`src/rtl/gpu_exec_ctrl_if.sv`:
```
// Control/status handshake between the GPU control register block, the
// instruction-issue unit and gpu_exec_ctrl. The controller sits on the slave side.
interface gpu_exec_ctrl_if #(
    parameter int CNT_W = 16
);
    logic             go;
    logic             single_step;
    logic             single_go;
    logic             cpu_int;
    logic             int_ack;
    logic             issue_take;
    logic             instr_done;
    logic             pipe_idle;
    logic             issue_en;
    logic             single_stop;
    logic             cpu_irq;
    logic [CNT_W-1:0] instr_count;

    modport master (
        output go, single_step, single_go, cpu_int, int_ack,
               issue_take, instr_done, pipe_idle,
        input  issue_en, single_stop, cpu_irq, instr_count
    );

    modport slave (
        input  go, single_step, single_go, cpu_int, int_ack,
               issue_take, instr_done, pipe_idle,
        output issue_en, single_stop, cpu_irq, instr_count
    );
endinterface

```
`src/rtl/gpu_exec_ctrl.sv`:
```
// GPU execution controller: gates instruction issue (free run / drain-stop /
// single step), counts retired instructions and holds the GPU->CPU interrupt
// as a level until the host acknowledges it.
module gpu_exec_ctrl #(
    parameter int CNT_W = 16
) (
    input  logic           clk,
    input  logic           reset_n,
    gpu_exec_ctrl_if.slave ctrl
);

    typedef enum logic [2:0] {
        IDLE        = 3'd0,
        RUN         = 3'd1,
        STOP        = 3'd2,
        STEP_WAIT   = 3'd3,
        STEP_ISSUE  = 3'd4,
        STEP_RETIRE = 3'd5
    } state_t;

    state_t           r_state;
    state_t           w_nxt;
    logic             r_issue_en;
    logic             r_single_stop;
    logic             r_step_pend;
    logic             w_step_pend_nxt;
    logic             r_go_d;
    logic             r_cpu_irq;
    logic [CNT_W-1:0] r_instr_count;

    // Next-state decode; first matching condition per state wins.
    always_comb begin
        w_nxt = r_state;
        case (r_state)
            IDLE: begin
                if (ctrl.go && ctrl.single_step) w_nxt = STEP_WAIT;
                else if (ctrl.go)                w_nxt = RUN;
            end
            RUN: begin
                if (!ctrl.go || ctrl.single_step) w_nxt = STOP;
            end
            STOP: begin
                // Issue is off here; wait for in-flight work to drain.
                if (ctrl.pipe_idle && !ctrl.go)              w_nxt = IDLE;
                else if (ctrl.pipe_idle && ctrl.single_step) w_nxt = STEP_WAIT;
                else if (ctrl.pipe_idle)                     w_nxt = RUN;
            end
            STEP_WAIT: begin
                if (!ctrl.go)               w_nxt = IDLE;
                else if (!ctrl.single_step) w_nxt = RUN;
                else if (r_step_pend)       w_nxt = STEP_ISSUE;
            end
            STEP_ISSUE: begin
                if (!ctrl.go)             w_nxt = IDLE;
                else if (ctrl.issue_take) w_nxt = STEP_RETIRE;
            end
            STEP_RETIRE: begin
                if (!ctrl.go)             w_nxt = STOP;
                else if (ctrl.instr_done) w_nxt = STEP_WAIT;
            end
            default: w_nxt = IDLE;
        endcase
    end

    // Sticky single_go: a pulse landing on the step-start cycle survives the
    // entry clear, so it queues exactly one more step.
    always_comb begin
        w_step_pend_nxt = r_step_pend;
        if (!ctrl.go || !ctrl.single_step)
            w_step_pend_nxt = 1'b0;
        else if (ctrl.single_go && (r_state != IDLE))
            w_step_pend_nxt = 1'b1;
        else if ((w_nxt == STEP_ISSUE) && (r_state != STEP_ISSUE))
            w_step_pend_nxt = 1'b0;
    end

    // State register with outputs registered from the next state, so they
    // are exact Moore decodes of r_state.
    always_ff @(posedge clk or negedge reset_n) begin
        if (!reset_n) begin
            r_state       <= IDLE;
            r_issue_en    <= 1'b0;
            r_single_stop <= 1'b0;
            r_step_pend   <= 1'b0;
        end else begin
            r_state       <= w_nxt;
            r_issue_en    <= (w_nxt == RUN) || (w_nxt == STEP_ISSUE);
            r_single_stop <= (w_nxt == STEP_WAIT);
            r_step_pend   <= w_step_pend_nxt;
        end
    end

    // Retired-instruction counter, restarted on each rising edge of go.
    always_ff @(posedge clk or negedge reset_n) begin
        if (!reset_n) begin
            r_go_d        <= 1'b0;
            r_instr_count <= '0;
        end else begin
            r_go_d <= ctrl.go;
            if (ctrl.go && !r_go_d)
                r_instr_count <= ctrl.instr_done ? CNT_W'(1) : '0;
            else if (ctrl.instr_done)
                r_instr_count <= r_instr_count + CNT_W'(1);
        end
    end

    // Interrupt latch; a new request beats a simultaneous acknowledge.
    always_ff @(posedge clk or negedge reset_n) begin
        if (!reset_n)          r_cpu_irq <= 1'b0;
        else if (ctrl.cpu_int) r_cpu_irq <= 1'b1;
        else if (ctrl.int_ack) r_cpu_irq <= 1'b0;
    end

    assign ctrl.issue_en    = r_issue_en;
    assign ctrl.single_stop = r_single_stop;
    assign ctrl.cpu_irq     = r_cpu_irq;
    assign ctrl.instr_count = r_instr_count;

endmodule

```
`src/flat_wrapper.sv`:
```
// flat-port wrapper written by rule: the top's interface ports become plain ports
module gpu_exec_ctrl_flat 
#(
    parameter int CNT_W = 16
)
  (clk, reset_n, ctrl_go, ctrl_single_step, ctrl_single_go, ctrl_cpu_int, ctrl_int_ack, ctrl_issue_take, ctrl_instr_done, ctrl_pipe_idle, ctrl_issue_en, ctrl_single_stop, ctrl_cpu_irq, ctrl_instr_count);
  gpu_exec_ctrl_if #(.CNT_W(CNT_W)) ctrl_i ();
  input  logic clk;
  input  logic reset_n;
  input wire logic [$bits(ctrl_i.go)-1:0] ctrl_go;
  input wire logic [$bits(ctrl_i.single_step)-1:0] ctrl_single_step;
  input wire logic [$bits(ctrl_i.single_go)-1:0] ctrl_single_go;
  input wire logic [$bits(ctrl_i.cpu_int)-1:0] ctrl_cpu_int;
  input wire logic [$bits(ctrl_i.int_ack)-1:0] ctrl_int_ack;
  input wire logic [$bits(ctrl_i.issue_take)-1:0] ctrl_issue_take;
  input wire logic [$bits(ctrl_i.instr_done)-1:0] ctrl_instr_done;
  input wire logic [$bits(ctrl_i.pipe_idle)-1:0] ctrl_pipe_idle;
  output wire logic [$bits(ctrl_i.issue_en)-1:0] ctrl_issue_en;
  output wire logic [$bits(ctrl_i.single_stop)-1:0] ctrl_single_stop;
  output wire logic [$bits(ctrl_i.cpu_irq)-1:0] ctrl_cpu_irq;
  output wire logic [$bits(ctrl_i.instr_count)-1:0] ctrl_instr_count;
  assign ctrl_i.go = ctrl_go;
  assign ctrl_i.single_step = ctrl_single_step;
  assign ctrl_i.single_go = ctrl_single_go;
  assign ctrl_i.cpu_int = ctrl_cpu_int;
  assign ctrl_i.int_ack = ctrl_int_ack;
  assign ctrl_i.issue_take = ctrl_issue_take;
  assign ctrl_i.instr_done = ctrl_instr_done;
  assign ctrl_i.pipe_idle = ctrl_pipe_idle;
  assign ctrl_issue_en = ctrl_i.issue_en;
  assign ctrl_single_stop = ctrl_i.single_stop;
  assign ctrl_cpu_irq = ctrl_i.cpu_irq;
  assign ctrl_instr_count = ctrl_i.instr_count;
  gpu_exec_ctrl #(.CNT_W(CNT_W)) u_core (.clk(clk), .reset_n(reset_n), .ctrl(ctrl_i));
endmodule
```
`config.mk`:
```
export PLATFORM = sky130hd
export DESIGN_NAME = gpu_exec_ctrl_flat
export DESIGN_NICKNAME = d
export VERILOG_FILES = /design/src/rtl/gpu_exec_ctrl_if.sv /design/src/rtl/gpu_exec_ctrl.sv /design/src/flat_wrapper.sv
export SDC_FILE = /design/constraint.sdc
export NUM_CORES = 1
export LEC_CHECK = 0
export BUFFER_PORTS_ARGS = -buffer_cell sky130_fd_sc_hd__buf_2
export CORE_UTILIZATION = 40
export DETAILED_ROUTE_END_ITERATION = 6
export SLEW_MARGIN = 20
export SYNTH_ARGS = -nofsm -noshare
export SYNTH_HDL_FRONTEND = slang
export SYNTH_SLANG_ARGS = --single-unit
```
`constraint.sdc`:
```
create_clock -name clk -period 3.38 [get_ports clk]
set_clock_uncertainty 0.05 [all_clocks]
set_input_delay 0.845 -clock clk [delete_from_list [all_inputs] [get_ports clk]]
set_output_delay 0.845 -clock clk [all_outputs]
set_load 0.02 [all_outputs]
```
==> impl_metrics.py, run 1 <==
metrics = {
    "run_status": {
        "outcome": "finished clean",
    },
    "synth": {
        "biggest_area_contributors_in_the_synthesized_netlist": "dfrtp_1 51%, xor2_1 6.7%, nor2_1 6.4%, xnor2_1 4.5%, mux2i_1 2.6%",
        "synthesis.nets": 126,
        "synthDominantAreaCellType": "dfrtp_1",
        "synth_cell_types": 31,
        "netlist_area_sq_um": 1170,
        "postSynthAreaPerCell_sq_um": 10.2,
        "post_synth_inst_count": 115,
        "synth_seq_area_share_pct": 51.1,
        "ys_warn_count": 0,
        "post-synth-top-area-fraction_pct": 51.1,
        "number_of_synthesized_register_bits": 24,
    },
    "power_and_ir_drop": {
        "sw_frac_of_total_pct": 32.4,
        "totalPowerFinal_uw": 655,
        "irDropWorstVdd_mv": 0.261,
        "power_frac_clock_pct": 23.5,
        "sequentialPowerShare_pct": 54.3,
        "share_comb_of_total_power_pct": 22.2,
        "p_leak_uw": 0.000704,
        "power_density_nw_per_um2": 482,
        "internal_power_uw": 443,
        "p_sw_uw": 212,
    },
    "sta": {
        "worst_slew_pin_slew_ns": 0.960,
        "final.period_utilization_pct": 57.3,
        "grt_setup_unrepaired": "no",
        "maxClockFrequency_ghz": 0.516,
        "hold_viol": 0,
        "finalSetupViolCount": 0,
        "final.setup.tns_ns": 0,
        "timing.max_slew.rel_slack_pct": 35.8,
        "setup_ws_ns": 1.44,
        "drv_slew": 0,
        "final.min_clock_period_ns": 1.94,
    },
    "grt": {
        "gr-usage-all-layers_pct": 15.6,
        "largest_net_degree_at_the_start_of_global_routing": 25,
        "grt_pass1_vias": 862,
        "grt.overflow.total": 0,
        "antenna_violations_before_repair": 0,
        "grt_first_pass_wirelength_mm": 3.84,
    },
    "worst_setup_path": {
        "path_cells": "buf_2 > and3_4 > or3b_1 > nor3_4 > xnor2_1 > nor2_1",
        "crit_path_arrival_time_ns": 2.07,
        "crit_path_max_incr_delay_ns": 0.47,
        "crit_path_start_kind": "input port",
        "critPathBufInv": 1,
        "cp-end-kind": "register",
        "timing.critical_path.fanout_max": 7,
        "worstPathRequired_ns": 3.52,
        "standard_cell_with_the_maximum_stage_delay_on_the_critical_path": "or3b_1",
        "worst-setup-path-type": "input port to register",
        "crit_path_max_delay_family": "simple AND/OR/NAND/NOR gates",
    },
    "layout": {
        "layout.nets": 155,
        "insertedDiodeCount": 0,
        "fin_cells": 174,
        "syn2layout_area_growth_pct": 15.7,
        "final_util_pct": 49.3,
        "layout-drive-gt1-share_pct": 24.5,
        "final.fill_count": 271,
    },
    "placement": {
        "hpwlAfterDp_mm": 1.57,
        "place_ws_ns": 1.08,
        "dpl.cell_count": 170,
        "port_buffers": 28,
        "globalplace.congestion": 0.713,
    },
    "floorplanning": {
        "core_sq_um": 2760,
        "initial_core_util_pct": 42.6,
        "boundaryPins": 29,
        "fp.dieArea_sq_um": 3160,
        "fp.dieW_um": 56.2,
        "die_y_extent_um": 56.2,
        "rows": 19,
    },
    "routing": {
        "drt_drc_violations_left": 0,
        "drt_first_pass_iters": 4,
        "detailroute.via_count": 895,
        "wl_mm": 2.21,
        "antenna_violating_nets_post_route": 0,
        "detail_route.iter0.violations": 18,
        "routed_via_density": 5.14,
        "route.detailed.wl_per_inst_um": 12.7,
    },
    "cts": {
        "cts_h_tree_depth": 1,
        "insertion_delay_to_the_later_sink_of_the_worst_skew_pair_ns": 0.32,
        "clock_sinks": 24,
        "tritoncts_clock_tree": "yes",
        "clk_path_buf_depth": 2,
        "cts_repair_resize_count": 0,
        "cts_inserted_buffers": 3,
        "clockRootBuffer": "clkbuf_4",
        "post-cts-setup-buffer-count": 0,
        "clk_pin_slew_ns": 0.14,
        "cts.hold.buffers_added": 0,
    },
    "min_path": {
        "timing.hold.worst.class": "input port to asynchronous set/reset pin",
    },
    "job": {
        "total_of_max_cap_violations": 0,
    },
}
[state kept, by name (all words and copies together) (netlist names)]
name	cells
u_core.ctrl.instr_count	16
u_core.ctrl.cpu_irq	1
u_core.ctrl.issue_en	1
u_core.ctrl.single_stop	1
u_core.r_go_d	1
u_core.r_state	3
u_core.r_step_pend	1
[path summary, 6_finish.rpt]
check | slack (ns) | cells after the start | from | end
worst max register to register | 1.61 | 5 | u_core.ctrl.instr_count[2] | u_core.ctrl.instr_count[10]
min in group clk | 0.45 | 1 | u_core.ctrl.cpu_irq | u_core.ctrl.cpu_irq
worst max-delay path | 1.44 | 6 | ctrl_instr_done | u_core.ctrl.instr_count[15]
worst min-delay path | 0.43 | 1 | reset_n | u_core.ctrl.instr_count[12]
max in group asynchronous | 2.49 | 1 | reset_n | u_core.ctrl.instr_count[1]
worst min register to register | 0.45 | 1 | u_core.ctrl.cpu_irq | u_core.ctrl.cpu_irq
[placed cells by master (no fill, tap or decap), drive strengths merged]
cell type and count:
a221oi 1, nand3 4, o21ai 4, or3b 1, nor3 3, or3 1
o221a 1, and4 2, dfrtp 24, nand2 6, nand4 4, and2 1
a21o 2, clkbuf 4, mux2i 3, ha 1, xor2 9, nor2b 4
and3 2, xnor2 6, inv 6, buf 28, nor2 20, a21oi 2
a32oi 1, nor3b 1, a2111oi 1, a31oi 1
[power groups by stage]
stage,clock [uW],sequential (uW),combinational [uW]
finish,154,356,146
floorplan,0,379,79.7
detailed placement,0,360,149
global placement,0,361,146
global route,169,362,165
CTS,159,355,149
[synthesized netlist by cell type]
cell,number
buf_6,2
dfrtp_1,24
nor3_4,1
a21oi_1,2
o21ai_0,4
inv_1,6
mux2i_1,3
a32oi_1,1
and3_1,1
nor2_1,20
or3b_1,1
nor3_1,2
clkbuf_1,1
buf_2,1
and4_1,2
nor2b_1,4
ha_1,1
or3_1,1
nand2_1,6
a2111oi_0,1
a31oi_1,1
o221a_2,1
xor2_1,9
a221oi_1,1
nand3_1,4
and3_4,1
nor3b_1,1
xnor2_1,6
nand4_1,4
and2_1,1
a21o_1,2
[layer usage]
layer | share of wire, % | vias up | global-route usage [%]
li1 | - | 444 | -
met1 | 44 | 433 | 18.6
met2 | 51 | 16 | 27.6
met3 | 3.5 | 2 | 4.88
met4 | 0.68 | 0 | 3.14
met5 | 0 | - | 0
[layout make-up]
cell class	instances	area [sq um]	area share (%)
timing repair buffer	28	140	10.3
clock buffer	4	36.3	2.67
inverter	6	22.5	1.66
tap	31	38.8	2.85
multi-input combinational	81	520	38.3
sequential	24	601	44.2
[cells by family (layout without fill, tap and decap cells)]
group	after synthesis	after routing	synth area share, %
compound gates	13	13	7.56
xor+xnor	15	15	11.2
fa+ha+maj	1	1	1.06
buf+inv	10	38	4.58
flops	24	24	51.1
mux	3	3	2.56
simple gates	49	49	21.9
[worst reg2reg max path: stages, from the launching register on]
cell     delay (ns)
dfrtp_1        0.48
nand4_1        0.19
nor3_1         0.48
and4_1         0.28
xnor2_1        0.12
nor2_1         0.05
[stage by stage]
stage / instance area [sq um] / hold WS, ns
6_report: 1360 / 0.431
5_1_grt: 1360 / 0.464
4_1_cts: 1360 / 0.446
2_1_floorplan: 1170 / 0.473
3_5_place_dp: 1320 / 0.425
3_3_place_gp: 1320 / 0.410
No activity file was read; power rests on OpenSTA's default activity.
==> run 2: changes to the inputs <==
PLACE_DENSITY = 0.65   (was not set)
clock period = 1.6 ns   (was 3.38 ns; I/O delays follow)
==> impl_metrics.py, run 2 (same netlist as run 1, synthesis figures left out) <==
metrics = {
    "run_status": {
        "outcome": "finished, violations left",
        "failing_checks": "negative hold slack",
    },
    "power_and_ir_drop": {
        "power_density_nw_per_um2": 997,
        "p_leak_uw": 0.000763,
        "irDropWorstVdd_mv": 0.626,
    },
    "cts": {
        "insertion_delay_to_the_later_sink_of_the_worst_skew_pair_ns": 0.32,
        "clk_pin_slew_ns": 0.14,
        "cts_h_tree_depth": 1,
        "clockRootBuffer": "clkbuf_4",
        "clk_path_buf_depth": 2,
        "clock_sinks": 24,
        "cts_inserted_buffers": 3,
        "cts.hold.buffers_added": 0,
        "tritoncts_clock_tree": "yes",
    },
    "routing": {
        "wl_mm": 2.31,
        "met1Wirelength_mm": 1.06,
        "antenna_violating_nets_post_route": 0,
        "drt_first_pass_iters": 4,
        "detail_route.iter0.violations": 21,
        "route.detailed.wl_per_inst_um": 12.4,
        "wl_met3_um": 91,
        "drt_drc_violations_left": 0,
        "route.met2.wl_mm": 1.15,
        "routed_via_density": 5.12,
        "route.top_layer_used": "met4",
        "detailroute.via_count": 953,
    },
    "worst_setup_path": {
        "path_cells": "nand4_1 > or3b_4 > nor2_1 > xnor2_1 > nor2_1",
        "worstPathRequired_ns": 1.77,
        "cp-end-kind": "register",
        "library_cell_appearing_most_often_on_the_critical_path": "nor2_1",
        "worst-r2r-setup-slack_ns": 0.07,
        "worst-setup-path-type": "register to register",
        "crit_path_max_incr_delay_ns": 0.49,
        "timing.critical_path.fanout_max": 5,
        "crit_path_arrival_time_ns": 1.70,
        "standard_cell_with_the_maximum_stage_delay_on_the_critical_path": "or3b_4",
        "crit_path_start_kind": "register",
    },
    "grt": {
        "gr-usage-all-layers_pct": 15.6,
        "largest_net_degree_at_the_start_of_global_routing": 25,
        "grt_pass1_vias": 910,
        "antenna_violations_before_repair": 0,
        "grt.overflow.total": 0,
        "grt_first_pass_wirelength_mm": 3.89,
    },
    "floorplanning": {
        "rows": 19,
        "fp.dieArea_sq_um": 3160,
        "boundaryPins": 29,
        "core_sq_um": 2760,
        "die_y_extent_um": 56.2,
        "fp.dieW_um": 56.2,
        "initial_core_util_pct": 42.6,
    },
    "layout": {
        "flip_flop_count_of_the_largest_register_after_layout": 16,
        "final.fill_count": 261,
        "layout.nets": 167,
        "syn2layout_area_growth_pct": 25.2,
        "layout-drive-gt1-share_pct": 36.8,
        "final_common_cell": "buf_2",
        "insertedDiodeCount": 0,
        "fin_cells": 186,
        "final_area_sq_um": 1470,
        "layout.cells.most_common_list": "28 x buf_2, 19 x nor2_1, 18 x dfrtp_1",
    },
    "sta": {
        "hold_viol": 13,
        "drv_slew": 0,
        "worst_slew_pin_slew_ns": 0.522,
        "timing.max_slew.rel_slack_pct": 65.2,
        "post_route_hold_slack_ns": -0.0175,
        "setup_ws_ns": 0.0724,
        "maxClockFrequency_ghz": 0.655,
        "grt_setup_unrepaired": "no",
        "final.period_utilization_pct": 95.5,
        "final.min_clock_period_ns": 1.53,
        "finalSetupViolCount": 0,
    },
    "placement": {
        "port_buffers": 28,
        "globalplace.congestion": 0.775,
        "hpwlAfterDp_mm": 1.68,
        "dpl.cell_count": 180,
        "place_ws_ns": -0.0718,
        "detailed_place.area_sq_um": 1400,
    },
    "min_path": {
        "timing.hold.worst.class": "input port to asynchronous set/reset pin",
    },
    "job": {
        "total_of_max_cap_violations": 0,
    },
}
[run 2: changes by cell type in the layout (fill, tap and decap cells not counted)]
| cell | delta |
|---|---|
| nor2b_1 | -1 |
| a221oi_2 | +1 |
| dfrtp_1 | -6 |
| or3b_1 | -1 |
| dfrtp_2 | +6 |
| nor2_2 | +1 |
| nor2b_2 | +1 |
| a2111oi_1 | +1 |
| a2111oi_0 | -1 |
| buf_4 | +12 |
| nor2_1 | -1 |
| a221oi_1 | -1 |
| or3b_4 | +1 |
[run 2: stage by stage]
step | power [uW] | utilization [%] | hold slack [ns] | setup TNS (ns)
2_1_floorplan | 978 | - | 0.0544 | -0.0348
3_3_place_gp | 1120 | 50.9 | 0.365 | -0.159
3_5_place_dp | 1140 | 50.9 | 0.362 | -0.234
4_1_cts | 1460 | 52.2 | 0.000836 | 0
5_1_grt | 1550 | 53.4 | 0.0121 | 0
6_report | 1470 | 53.4 | -0.0175 | 0
[run 2: path summary, 6_finish.rpt]
check,depth (start not counted),from,endpoint
setup / recovery,5,u_core.ctrl.instr_count[5],u_core.ctrl.instr_count[9]
hold / removal,1,reset_n,u_core.ctrl.instr_count[12]
setup reg to reg,5,u_core.ctrl.instr_count[5],u_core.ctrl.instr_count[9]
hold reg to reg,1,u_core.ctrl.cpu_irq,u_core.ctrl.cpu_irq
max in group asynchronous,1,reset_n,u_core.r_state[0]
min in group clk,1,ctrl_go,u_core.r_go_d
[run 2: worst max-delay path, delay by kind of cell, from the launching register on]
kind          cells  cell delay (ns)
flops             1             0.39
xor+xnor          1             0.13
simple gates      4             0.87
[run 2: per-layer routing]
layer	track usage (%)	vias up
li1	-	470
met1	18.7	464
met2	27.9	17
met3	4.19	2
met4	3.14	0
met5	0	-
[run 2: report_power, final]
part	internal (uW)	total, uW	leakage [uW]	switching, uW
sequential	677	743	0.000312	65.6
clock	139	320	0.0000210	181
combinational	183	403	0.000430	221
total	999	1470	0.000763	467
[run 2: repair_timing]
item | in CTS | in global routing
endpoints found under the setup margin | 0 | 7
gates resized for setup | 0 | 6
setup buffers | 0 | 2
[run 2: final cells by class]
| cell class | instances | area, sq um | area share (%) |
|---|---|---|---|
| Sequential cell | 24 | 608 | 41.3 |
| Multi-Input combinational cell | 81 | 536 | 36.4 |
| Timing Repair Buffer | 40 | 230 | 15.6 |
| Tap cell | 31 | 38.8 | 2.64 |
| Clock buffer | 4 | 36.3 | 2.47 |
| Inverter | 6 | 22.5 | 1.53 |
